==> src/rtl/fpnew_pkg.sv <==
// Shared FPU types and helpers used by the opgroup output arbitration path.
package fpnew_pkg;

  typedef struct packed {
    logic NV;
    logic DZ;
    logic OF;
    logic UF;
    logic NX;
  } status_t;

  // Index width for an n-entry selector; a single entry still needs one bit.
  function automatic int unsigned idx_width(input int unsigned n);
    return (n > 1) ? $clog2(n) : 1;
  endfunction

  function automatic int unsigned rr_next(input int unsigned idx, input int unsigned n);
    return (idx + 1 >= n) ? 0 : idx + 1;
  endfunction

endpackage

==> src/rtl/fpnew_rr_pick.sv <==
// Combinational round-robin search: first valid index at or above the pointer, wrapping.
module fpnew_rr_pick
  import fpnew_pkg::*;
#(
  parameter int unsigned NumSlices = 4,
  localparam int unsigned IdxW = idx_width(NumSlices)
) (
  input  logic [NumSlices-1:0] valid_i,
  input  logic [IdxW-1:0]      ptr_i,
  output logic [NumSlices-1:0] grant_o,
  output logic [IdxW-1:0]      idx_o,
  output logic                 any_valid_o
);

  int unsigned     cand_sum;
  logic [IdxW-1:0] cand;

  always_comb begin
    // NOTE: every variable gets a default before the search so no path infers a latch.
    grant_o     = '0;
    idx_o       = '0;
    any_valid_o = 1'b0;
    cand_sum    = 0;
    cand        = '0;
    for (int unsigned off = 0; off < NumSlices; off++) begin
      cand_sum = 32'(ptr_i) + off;
      if (cand_sum >= NumSlices) cand_sum = cand_sum - NumSlices;
      cand = cand_sum[IdxW-1:0];
      if (!any_valid_o && valid_i[cand]) begin
        any_valid_o   = 1'b1;
        idx_o         = cand;
        grant_o[cand] = 1'b1;
      end
    end
  end

endmodule

==> src/rtl/fpnew_opgroup_out_arb.sv <==
// Round-robin merge of per-format slice outputs into one registered valid/ready result stage.
module fpnew_opgroup_out_arb
  import fpnew_pkg::*;
#(
  parameter int unsigned NumSlices = 4,
  parameter int unsigned Width     = 32,
  parameter type         TagType   = logic
) (
  input  logic                            clk_i,
  input  logic                            rst_i,
  input  logic                            clr_i,
  input  logic [NumSlices-1:0][Width-1:0] slice_result_i,
  input  status_t [NumSlices-1:0]         slice_status_i,
  input  logic [NumSlices-1:0]            slice_ext_bit_i,
  input  TagType [NumSlices-1:0]          slice_tag_i,
  input  logic [NumSlices-1:0]            slice_valid_i,
  output logic [NumSlices-1:0]            slice_ready_o,
  input  logic                            flush_i,
  output logic [Width-1:0]                result_o,
  output status_t                         status_o,
  output logic                            extension_bit_o,
  output TagType                          tag_o,
  output logic                            out_valid_o,
  input  logic                            out_ready_i,
  output logic                            busy_o
);

  localparam int unsigned IdxW = idx_width(NumSlices);

  logic [IdxW-1:0]      ptr_q;
  logic [IdxW-1:0]      win_idx;
  logic [NumSlices-1:0] win_onehot;
  logic                 any_valid;
  logic                 ld;
  logic                 xfer;

  fpnew_rr_pick #(
    .NumSlices(NumSlices)
  ) i_rr_pick (
    .valid_i    (slice_valid_i),
    .ptr_i      (ptr_q),
    .grant_o    (win_onehot),
    .idx_o      (win_idx),
    .any_valid_o(any_valid)
  );

  // The output stage can accept when empty or draining, unless a flush is killing it.
  assign ld            = (~out_valid_o | out_ready_i) & ~flush_i;
  assign xfer          = ld & any_valid;
  assign slice_ready_o = win_onehot & {NumSlices{ld}};
  assign busy_o        = out_valid_o;

  always_ff @(posedge clk_i or posedge rst_i) begin
    // NOTE: sequential state uses non-blocking assignments so all registers update together.
    if (rst_i) begin
      out_valid_o     <= 1'b0;
      result_o        <= '0;
      status_o        <= '0;
      extension_bit_o <= 1'b0;
      tag_o           <= '0;
      ptr_q           <= '0;
    end else if (clr_i) begin
      out_valid_o     <= 1'b0;
      result_o        <= '0;
      status_o        <= '0;
      extension_bit_o <= 1'b0;
      tag_o           <= '0;
      ptr_q           <= '0;
    end else if (xfer) begin
      out_valid_o     <= 1'b1;
      result_o        <= slice_result_i[win_idx];
      status_o        <= slice_status_i[win_idx];
      extension_bit_o <= slice_ext_bit_i[win_idx];
      tag_o           <= slice_tag_i[win_idx];
      ptr_q           <= IdxW'(rr_next(32'(win_idx), NumSlices));
    end else if (flush_i || out_ready_i) begin
      out_valid_o     <= 1'b0;
    end
  end

endmodule
==> config.mk <==
export PLATFORM = sky130hd
export DESIGN_NAME = fpnew_opgroup_out_arb
export DESIGN_NICKNAME = d
export VERILOG_FILES = /design/src/rtl/fpnew_pkg.sv /design/src/rtl/fpnew_rr_pick.sv /design/src/rtl/fpnew_opgroup_out_arb.sv
export SDC_FILE = /design/constraint.sdc
export NUM_CORES = 1
export LEC_CHECK = 0
export ABC_AREA = 0
export CAP_MARGIN = 20
export CORE_UTILIZATION = 39
export CTS_CLUSTER_DIAMETER = 40
export DETAILED_ROUTE_END_ITERATION = 10
export GPL_ROUTABILITY_DRIVEN = 1
export HOLD_SLACK_MARGIN = 0.08
export PLACE_DENSITY = 0.87
export SETUP_SLACK_MARGIN = 0.5
export SKIP_LAST_GASP = 1
export SYNTH_ARGS = -nofsm -noshare
export SYNTH_HDL_FRONTEND = slang
export SYNTH_SLANG_ARGS = --single-unit
==> constraint.sdc <==
create_clock -name clk_i -period 6.8 [get_ports clk_i]
set_input_delay 1.36 -clock clk_i [delete_from_list [all_inputs] [get_ports clk_i]]
set_output_delay 1.36 -clock clk_i [all_outputs]
set_load 0.05 [all_outputs]
Word level (Yosys, flattened, before mapping)
Cells that the tools add are included.
Cells by class
  add/subtract/negate cells: 8
  magnitude comparators: 14
  muxes and demuxes: 54
  bitwise logic cells: 9
  reduce and logical (&&, ||, !) cells: 13
Operators with widths (number)
  $mux W32: 3
  $bmux W32 S2: 1
  $mux W2: 11
  $mux W1: 21
  $mux W4: 4
  $lt A2 B3 Y1 const B: 5
  $mux W5: 3
  $bmux W1 S2: 6
  $ge A3 B3 Y1 const B: 4
  $or A4 B4 Y4: 3
  $bmux W5 S2: 1
  $demux W1 S2: 4
  $ge A2 B1 Y1 const B: 4
  $sub A2 B1 Y2 const B: 4
  $logic_and A1 B1 Y1: 7
  $add A2 B1 Y3 const B: 2
  $add A2 B2 Y3 const B: 2
  $and A4 B4 Y4: 1
  $ge A2 B3 Y1 const B: 1
  $logic_not A1 Y1: 3
  $reduce_bool A3 Y1: 1
  $and A1 B1 Y1: 2
  $not A1 Y1: 2
  $reduce_bool A2 Y1: 1
  2 further kinds: 2
Word-level totals
  register bits: 42
  input bits: 165
  output and inout port bits: 45
  word-level logic and storage cells: 108

Depth between registers and ports, before layout
Gate-level depths: netlist (run 1).
  word-level depth: 19
  depth in mapped cells: 12
  gate-level depth less buffers: 7

By module
Synthesis (run 1) repeated with hierarchy kept, for this count alone.
Second synthesis, totals
  cells, all modules: 199
  area total of the unflattened synthesis: 2929.1 µm²
Modules (own cells, without submodules)
  fpnew_opgroup_out_arb: instances 1, cells each 154, area an instance 2509.9 µm², seq. area each 1051.0 µm²
  fpnew_rr_pick: instances 1, cells each 45, area an instance 419.2 µm², seq. area each 0.0 µm²

Worst setup path before layout (run 1)
OpenSTA, ideal clock, no wires.
  path type: input-to-output
  from: input port slice_valid_i[0]
  to: output port slice_ready_o[0]
  data arrival time: 3646 ps
  required time: 5440 ps
  path slack: 1794 ps
  cell stages on the path: 6
  buffers on the path: 1
  cell sequence: clkbuf_1 mux4_2 or3_1 a211oi_1 nand2_1 a21oi_1
On the way
  word-level cells in the longest chain between the ends: 13
  elaborated cells between the ends (all ways): 25
  those cells by class: mux: 15; bitwise: 4; reduce/logical: 6
Ends and longest elaborated chain
  from (decl): line fpnew_opgroup_out_arb.sv:16  | input logic [NumSlices-1:0] slice_valid_i,
  $bmux W1 S2: line fpnew_rr_pick.sv:29  | if (!any_valid_o && valid_i[cand]) begin
  $mux W1 (implied by the code): line fpnew_rr_pick.sv:29
  $mux W1: line fpnew_rr_pick.sv:29
  $logic_not A1 Y1: line fpnew_rr_pick.sv:29
  $logic_and A1 B1 Y1: line fpnew_rr_pick.sv:29
  $mux W1: line fpnew_rr_pick.sv:29
  $logic_not A1 Y1: line fpnew_rr_pick.sv:29
  $logic_and A1 B1 Y1: line fpnew_rr_pick.sv:29
  $mux W1: line fpnew_rr_pick.sv:29
  $logic_not A1 Y1: line fpnew_rr_pick.sv:29
  $logic_and A1 B1 Y1: line fpnew_rr_pick.sv:29
  $mux W4 *: line fpnew_rr_pick.sv:29
  $and A4 B4 Y4 *: line fpnew_opgroup_out_arb.sv:50  | assign slice_ready_o = win_onehot & {NumSlices{ld}};
  to (decl): line fpnew_opgroup_out_arb.sv:17  | output logic [NumSlices-1:0] slice_ready_o,
Every way passes the cells marked *; elsewhere a longest branch is shown, timed or not. The select of a mux whose other input is x is not followed.

Final worst setup path (run 1)
  from: input port slice_valid_i[2]
  to: output port slice_ready_o[0]
The elaborated chain is that of the path after synthesis.

==> results of run 1 <==
[metrics by stage]
step                      hold WS [ns]  utilization  instance area [um^2]
final                            0.494        0.688                  5350
after global routing             0.514        0.688                  5350
after CTS                        0.494        0.688                  5350
after detailed placement         0.472        0.674                  5240
after global placement           0.469        0.674                  5240
after floorplan                  0.783            -                  3140
[synthesized netlist by cell type]
cell,n,share of area
nor3b_1,1,0.0024
nor2_1,5,0.0060
o221ai_1,30,0.084
o21ai_0,2,0.0032
buf_4,1,0.0024
buf_1,1,0.0012
mux4_2,3,0.022
ha_1,7,0.028
o41ai_1,1,0.0028
mux2_2,3,0.011
nor2b_1,2,0.0040
nand2b_1,4,0.0080
nand2_1,45,0.054
nor4_1,1,0.0020
a21o_1,1,0.0024
a211oi_1,2,0.0048
inv_1,4,0.0048
a22o_1,4,0.011
buf_2,5,0.0080
dfrtp_1,42,0.33
a21boi_0,1,0.0024
or3_1,2,0.0040
o221ai_2,10,0.048
and3b_1,1,0.0028
nand3_1,2,0.0032
and3_1,2,0.0040
a21oi_1,7,0.011
buf_6,4,0.014
mux2i_1,86,0.27
o41ai_2,1,0.0052
or2_2,1,0.0020
xor2_1,1,0.0028
nor3_1,3,0.0048
o211a_1,1,0.0032
clkbuf_1,19,0.023
[final timing paths]
path / startpoint / end / slack (ns) / cells past startpoint
setup reg to reg: ptr_q[0] / result_o[14] / 2.72 / 7
hold reg to reg: result_o[8] / result_o[8] / 0.49 / 2
max in group asynchronous: rst_i / result_o[15] / 4.66 / 2
min in group asynchronous: rst_i / result_o[11] / 1.57 / 2
setup / recovery: slice_valid_i[2] / slice_ready_o[0] / 0.83 / 7
hold / removal: result_o[8] / result_o[8] / 0.49 / 2
[power by group]
group	switching [mW]	internal [mW]	total, mW	leakage [nW]
registers	0.0320	0.292	0.324	0.562
logic	0.370	0.302	0.672	1.74
clock network	0.0897	0.108	0.198	0.0579
[per-layer routing]
metal  GRT usage  part of all wire  vias up
met4      0.0625             0.016        0
met2       0.424              0.51      147
met1       0.290              0.40     1574
met3      0.0605             0.072       12
li1            -                 -     1524
met5           0                 0        -
[logic make-up after synthesis]
kind of cell,after synthesis,share of synthesized area
AO/OA/AOI/OAI,60,0.178
AND/OR/NAND/NOR,69,0.0969
multiplexers,92,0.306
adder cells (fa/ha/maj),7,0.0279
flip-flops,42,0.335
buffers and inverters,34,0.0534
XOR/XNOR,1,0.00279
[state kept, by name, summed over array words and instances (netlist names)]
name / count
busy_o: 1
result_o: 32
extension_bit_o: 1
tag_o: 1
status_o: 5
ptr_q: 2
[worst reg2reg max path, cell delays in order (launching register included)]
cell and delay [ns]:
dfrtp_1 0.80, inv_1 0.19, ha_1 0.49, mux4_2 0.42, o211a_1 0.18, o41ai_2 0.49, nand3_2 0.85, o221ai_1 0.56
[cells in the final DEF (no fill, tap or decap), types with 2 or more instances in the layout]
master           Yosys  final
clkbuf_8             0      5
inv_1                4      3
nand2_1             45     45
clkdlybuf4s50_1      0    209
nor2b_1              2      2
nor2_1               5      4
o221ai_1            30     30
buf_4                1      2
mux4_2               3      3
nor3_1               3      3
or3_1                2      2
mux2i_1             86     86
a22o_1               4      4
a21oi_1              7      7
dfrtp_1             42     42
o221ai_2            10     10
a211oi_1             2      2
mux2_2               3      3
nand2b_1             4      4
ha_1                 7      7
o21ai_0              2      2
clkinv_2             0      2
[layout make-up]
type | count | area (um^2) | area share
sequential | 42 | 1050 | 0.197
multi-input combinational | 229 | 1940 | 0.362
timing repair buffer | 211 | 2110 | 0.394
tap | 102 | 128 | 0.0239
inverter | 4 | 15.0 | 0.00281
clock inverter | 3 | 40.0 | 0.00749
clock buffer | 5 | 68.8 | 0.0129
==> flow_metrics.py, run 1 <==
metrics = {
    "drt": {
        "routed_wirelength_mm": 9.96,
        "route.detailed.drc": 0,
        "drtPass1Iterations": 5,
        "wl_per_cell_um": 16.7,
        "drtIter0Drc": 80,
        "antenna_left": 0,
        "vias": 3257,
        "viasPerCell": 5.46,
    },
    "timing": {
        "fmax_mhz": 167,
        "rsz0062_at_grt": "false",
        "relSlewSlack": 0.333,
        "worst_slack_ns": 0.830,
        "totalNegativeSetupSlack_ns": 0,
        "skew_ns": 0.00418,
        "setup_viol": 0,
        "worst_pin_slew_ns": 1.00,
        "finalCritPeriodShare": 0.878,
        "hold_viol": 0,
        "slew_viol_final": 0,
        "period_needed_ns": 5.97,
    },
    "power": {
        "leakage_nw": 2.36,
        "power.density_nw_per_um2": 223,
        "vdd_drop_max_v": 0.000139,
        "power_mw": 1.19,
    },
    "setup_path": {
        "critPathMostFrequentCell": "clkdlybuf4s50_1",
        "critPathTopFamily": "buffers and inverters",
        "cp-start-kind": "primary input",
        "crit_type": "primary input to output port",
        "cp_max_fo": 12,
        "cp_num_buf_inv": 2,
        "cp_cell_sequence": "clkdlybuf4s50_1 > mux4_2 > or3_1 > a211oi_1 > nand2_1 > a21oi_1 > clkdlybuf4s50_1",
        "cp_slowest_stage_delay_ns": 0.82,
        "worstPathRequired_ns": 5.44,
        "cpMaxStageDelayCell": "clkdlybuf4s50_1",
        "end_kind": "output port",
        "cp_data_arrival_time_ns": 4.61,
    },
    "logic_synthesis": {
        "synth_nets": 477,
        "ys_seq_area_frac": 0.335,
        "yosysUniqueCellTypes": 35,
        "avgSynthCellArea_um2": 10.3,
        "yosys_warnings": 0,
        "syn-cell-area_um2": 3140,
        "synth_seq_cells": 42,
        "synthCells": 305,
    },
    "placement": {
        "gp_congestion": 0.900,
        "dp_slack_ns": 0.858,
        "io_buffers": 209,
        "dp_cells": 588,
        "place_hpwl_mm": 7.58,
    },
    "cells_and_area": {
        "fin_cells": 596,
        "antenna_cells": 0,
        "fill_cells": 612,
        "syn2layout_area_growth_pct": 70.3,
        "final_nets": 665,
        "drive_above_1_share": 0.0648,
    },
    "die": {
        "die_area_um2": 8410,
        "die_x_um": 91.7,
        "initial_core_util": 0.404,
        "design.core.area_um2": 7770,
        "die_h_um": 91.7,
        "io_pins": 210,
        "rows": 32,
    },
    "min_path": {
        "min_path_type": "register to register",
    },
    "clock_tree": {
        "hold_buffers": 0,
        "cts_num_sinks": 42,
        "clk_path_buf_depth": 2,
        "clock_latency_ns": 0.29,
        "clkTransAtPathRegs_ns": 0.09,
        "h-tree-depth": 2,
        "cts_resized": 0,
        "tritoncts": "built",
        "cts_buffers": 5,
        "post-cts-setup-buffers": 0,
        "cts_root_buf": "clkbuf_8",
    },
    "global_routing": {
        "antenna_found_initial": 0,
        "grt_start_max_net_pins": 55,
        "grt_first_pass_wirelength_mm": 16.1,
        "grt_pass1_vias": 3329,
        "grt_overflow": 0,
        "grt_use_total": 0.240,
    },
    "run": {
        "cap_violations": 0,
    },
    "run_status": {
        "outcome": "complete, no violations",
    },
}
(Power assumes the default switching activity.)
==> run 2: changes to the inputs <==
--- a/config.mk
+++ b/config.mk
@@ -11,6 +11,7 @@
 export CTS_CLUSTER_DIAMETER = 40
 export DETAILED_ROUTE_END_ITERATION = 10
 export GPL_ROUTABILITY_DRIVEN = 1
+export GPL_TIMING_DRIVEN = 1
 export HOLD_SLACK_MARGIN = 0.08
 export PLACE_DENSITY = 0.87
 export SETUP_SLACK_MARGIN = 0.5
==> results of run 2 <==
Same layout as run 1: the final DEF is identical, and so are final timing and power.
==> run 3: changes to the inputs <==
--- a/config.mk
+++ b/config.mk
@@ -7,13 +7,14 @@
 export LEC_CHECK = 0
 export ABC_AREA = 0
 export CAP_MARGIN = 20
-export CORE_UTILIZATION = 39
+export CELL_PAD_IN_SITES_DETAIL_PLACEMENT = 1
+export CELL_PAD_IN_SITES_GLOBAL_PLACEMENT = 1
+export CORE_UTILIZATION = 28
 export CTS_CLUSTER_DIAMETER = 40
 export DETAILED_ROUTE_END_ITERATION = 10
-export GPL_ROUTABILITY_DRIVEN = 1
 export GPL_TIMING_DRIVEN = 1
 export HOLD_SLACK_MARGIN = 0.08
-export PLACE_DENSITY = 0.87
+export PLACE_DENSITY_LB_ADDON = 0.1
 export SETUP_SLACK_MARGIN = 0.5
 export SKIP_LAST_GASP = 1
 export SYNTH_ARGS = -nofsm -noshare
==> run 3 against run 2 <==
Design area up 2.1%. Combinational power up 2%. Non-clock buffer count up 3. Largest cell class unchanged. Sequential share of layout area down 0.40 points. Sequential power about the same. Clock skew up 0.0080 ns. Largest power group unchanged. Via count down 0.74%. Die area up 38%. Count of clock-buffer cells in the layout unchanged. Critical endpoint is now slice_ready_o[2]. Critical path type unchanged. Utilization down 19 points.
==> flow_metrics.py, run 3 (same netlist as run 1, synthesis figures left out) <==
metrics = {
    "timing": {
        "rsz0062_at_grt": "false",
        "finalCritPeriodShare": 0.863,
        "hold_viol": 0,
        "slew_viol_final": 0,
        "fmax_mhz": 170,
        "period_needed_ns": 5.87,
        "skew_ns": 0.0122,
        "relSlewSlack": 0.275,
        "totalNegativeSetupSlack_ns": 0,
        "setup_viol": 0,
        "worst_slack_ns": 0.930,
        "worst_pin_slew_ns": 1.09,
    },
    "power": {
        "p_sw_frac": 0.419,
        "leakage_nw": 2.39,
        "switchingPower_mw": 0.511,
        "vdd_drop_max_v": 0.000161,
        "p_clk_frac": 0.172,
        "power.density_nw_per_um2": 224,
        "power_frac_seq": 0.265,
        "p_int_mw": 0.710,
        "combPwrFrac": 0.563,
    },
    "die": {
        "initial_core_util": 0.288,
        "die_area_um2": 11600,
        "die_h_um": 108,
        "die_x_um": 108,
        "design.core.area_um2": 10900,
        "rows": 38,
        "io_pins": 210,
    },
    "clock_tree": {
        "clk_path_buf_depth": 2,
        "clock_latency_ns": 0.30,
        "clkTransAtPathRegs_ns": 0.09,
        "post-cts-setup-buffers": 0,
        "h-tree-depth": 2,
        "hold_buffers": 0,
        "tritoncts": "built",
        "cts_resized": 0,
        "cts_buffers": 5,
        "cts_num_sinks": 42,
        "cts_root_buf": "clkbuf_8",
    },
    "drt": {
        "wl_per_cell_um": 18.2,
        "drtPass1Iterations": 4,
        "drtIter0Drc": 167,
        "viasPerCell": 5.08,
        "route.detailed.drc": 0,
        "routed_wirelength_mm": 11.6,
        "antenna_left": 0,
        "vias": 3233,
    },
    "global_routing": {
        "antenna_found_initial": 0,
        "grt_use_total": 0.202,
        "grt_first_pass_wirelength_mm": 18.0,
        "grt_start_max_net_pins": 63,
        "grt_overflow": 0,
        "grt_pass1_vias": 3501,
    },
    "cells_and_area": {
        "final_nets": 668,
        "drive_above_1_share": 0.0704,
        "syn2layout_area_growth_pct": 73.9,
        "layout_common_cells": "clkdlybuf4s50_1 (209), mux2i_1 (86), nand2_1 (45), dfrtp_1 (42), o221ai_1 (30)",
        "top_regs": "result_o: 32 flops, status_o: 5 flops, ptr_q: 2 flops",
        "regMostFlops": "result_o",
        "final_common_cell": "clkdlybuf4s50_1",
        "largest_reg_flops": 32,
        "antenna_cells": 0,
    },
    "setup_path": {
        "cp-start-kind": "primary input",
        "cp_max_fo": 12,
        "end_kind": "output port",
        "cp_data_arrival_time_ns": 4.51,
        "crit_type": "primary input to output port",
        "worstPathRequired_ns": 5.44,
    },
    "placement": {
        "gp_congestion": 0.883,
        "dp_slack_ns": 0.925,
        "place_hpwl_mm": 8.75,
        "io_buffers": 209,
    },
    "min_path": {
        "min_path_type": "register to register",
    },
    "run_status": {
        "outcome": "complete, no violations",
    },
    "run": {
        "cap_violations": 0,
    },
}
-- run 3: cell type report --
type	count	area, um^2
clock buffer	5	68.8
clock inverter	3	43.8
fill	1208	5430
inverter	4	15.0
multi-input combinational	229	1940
sequential	42	1050
tap	140	175
timing repair buffer	214	2170
-- run 3: path summary, 6_finish.rpt --
kind	from	to	slack (ns)	cells past startpoint
max	slice_valid_i[2]	slice_ready_o[2]	0.93	7
min	result_o[1]	result_o[1]	0.50	2
max reg2reg	ptr_q[0]	result_o[4]	2.84	8
max in group asynchronous	rst_i	status_o[4]	4.99	3
min reg2reg	result_o[1]	result_o[1]	0.50	2
min in group asynchronous	rst_i	result_o[12]	1.33	2
-- run 3: critical path, cell delays in order --
cell             delay, ns
clkdlybuf4s50_1       0.59
mux4_2                0.62
or3_1                 0.44
a211oi_1              0.42
nand2_1               0.11
a21oi_1               0.15
clkdlybuf4s50_1       0.82
-- run 3: power groups by stage --
| stage | registers [mW] | logic (mW) | clock network [mW] |
|---|---|---|---|
| 4_1_cts | 0.323 | 0.694 | 0.219 |
| 2_1_floorplan | 0.464 | 0.302 | 0 |
| 5_1_grt | 0.329 | 0.730 | 0.225 |
| 3_3_place_gp | 0.325 | 0.680 | 0 |
| 6_report | 0.323 | 0.687 | 0.210 |
| 3_5_place_dp | 0.327 | 0.693 | 0 |
-- run 3: routing by layer --
metal  vias to the layer above  GRT usage  routed length (um)
met4                         0     0.0352                  71
met3                         5     0.0515                 712
met5                         -          0                   0
met1                      1603      0.220                4480
li1                       1536          -                   -
met2                        89      0.391                6340
-- run 3: stage by stage --
| step | std cells | hold WS (ns) | utilization | power, mW | area [um^2] |
|---|---|---|---|---|---|
| 2_1_floorplan | 305 | 0.783 | - | 0.766 | 3140 |
| 3_5_place_dp | 627 | 0.479 | 0.487 | 1.02 | 5310 |
| 3_3_place_gp | 626 | 0.471 | 0.486 | 1.01 | 5290 |
| 5_1_grt | 637 | 0.520 | 0.501 | 1.28 | 5460 |
| 4_1_cts | 635 | 0.507 | 0.498 | 1.24 | 5420 |
| 6_report | 637 | 0.497 | 0.501 | 1.22 | 5460 |
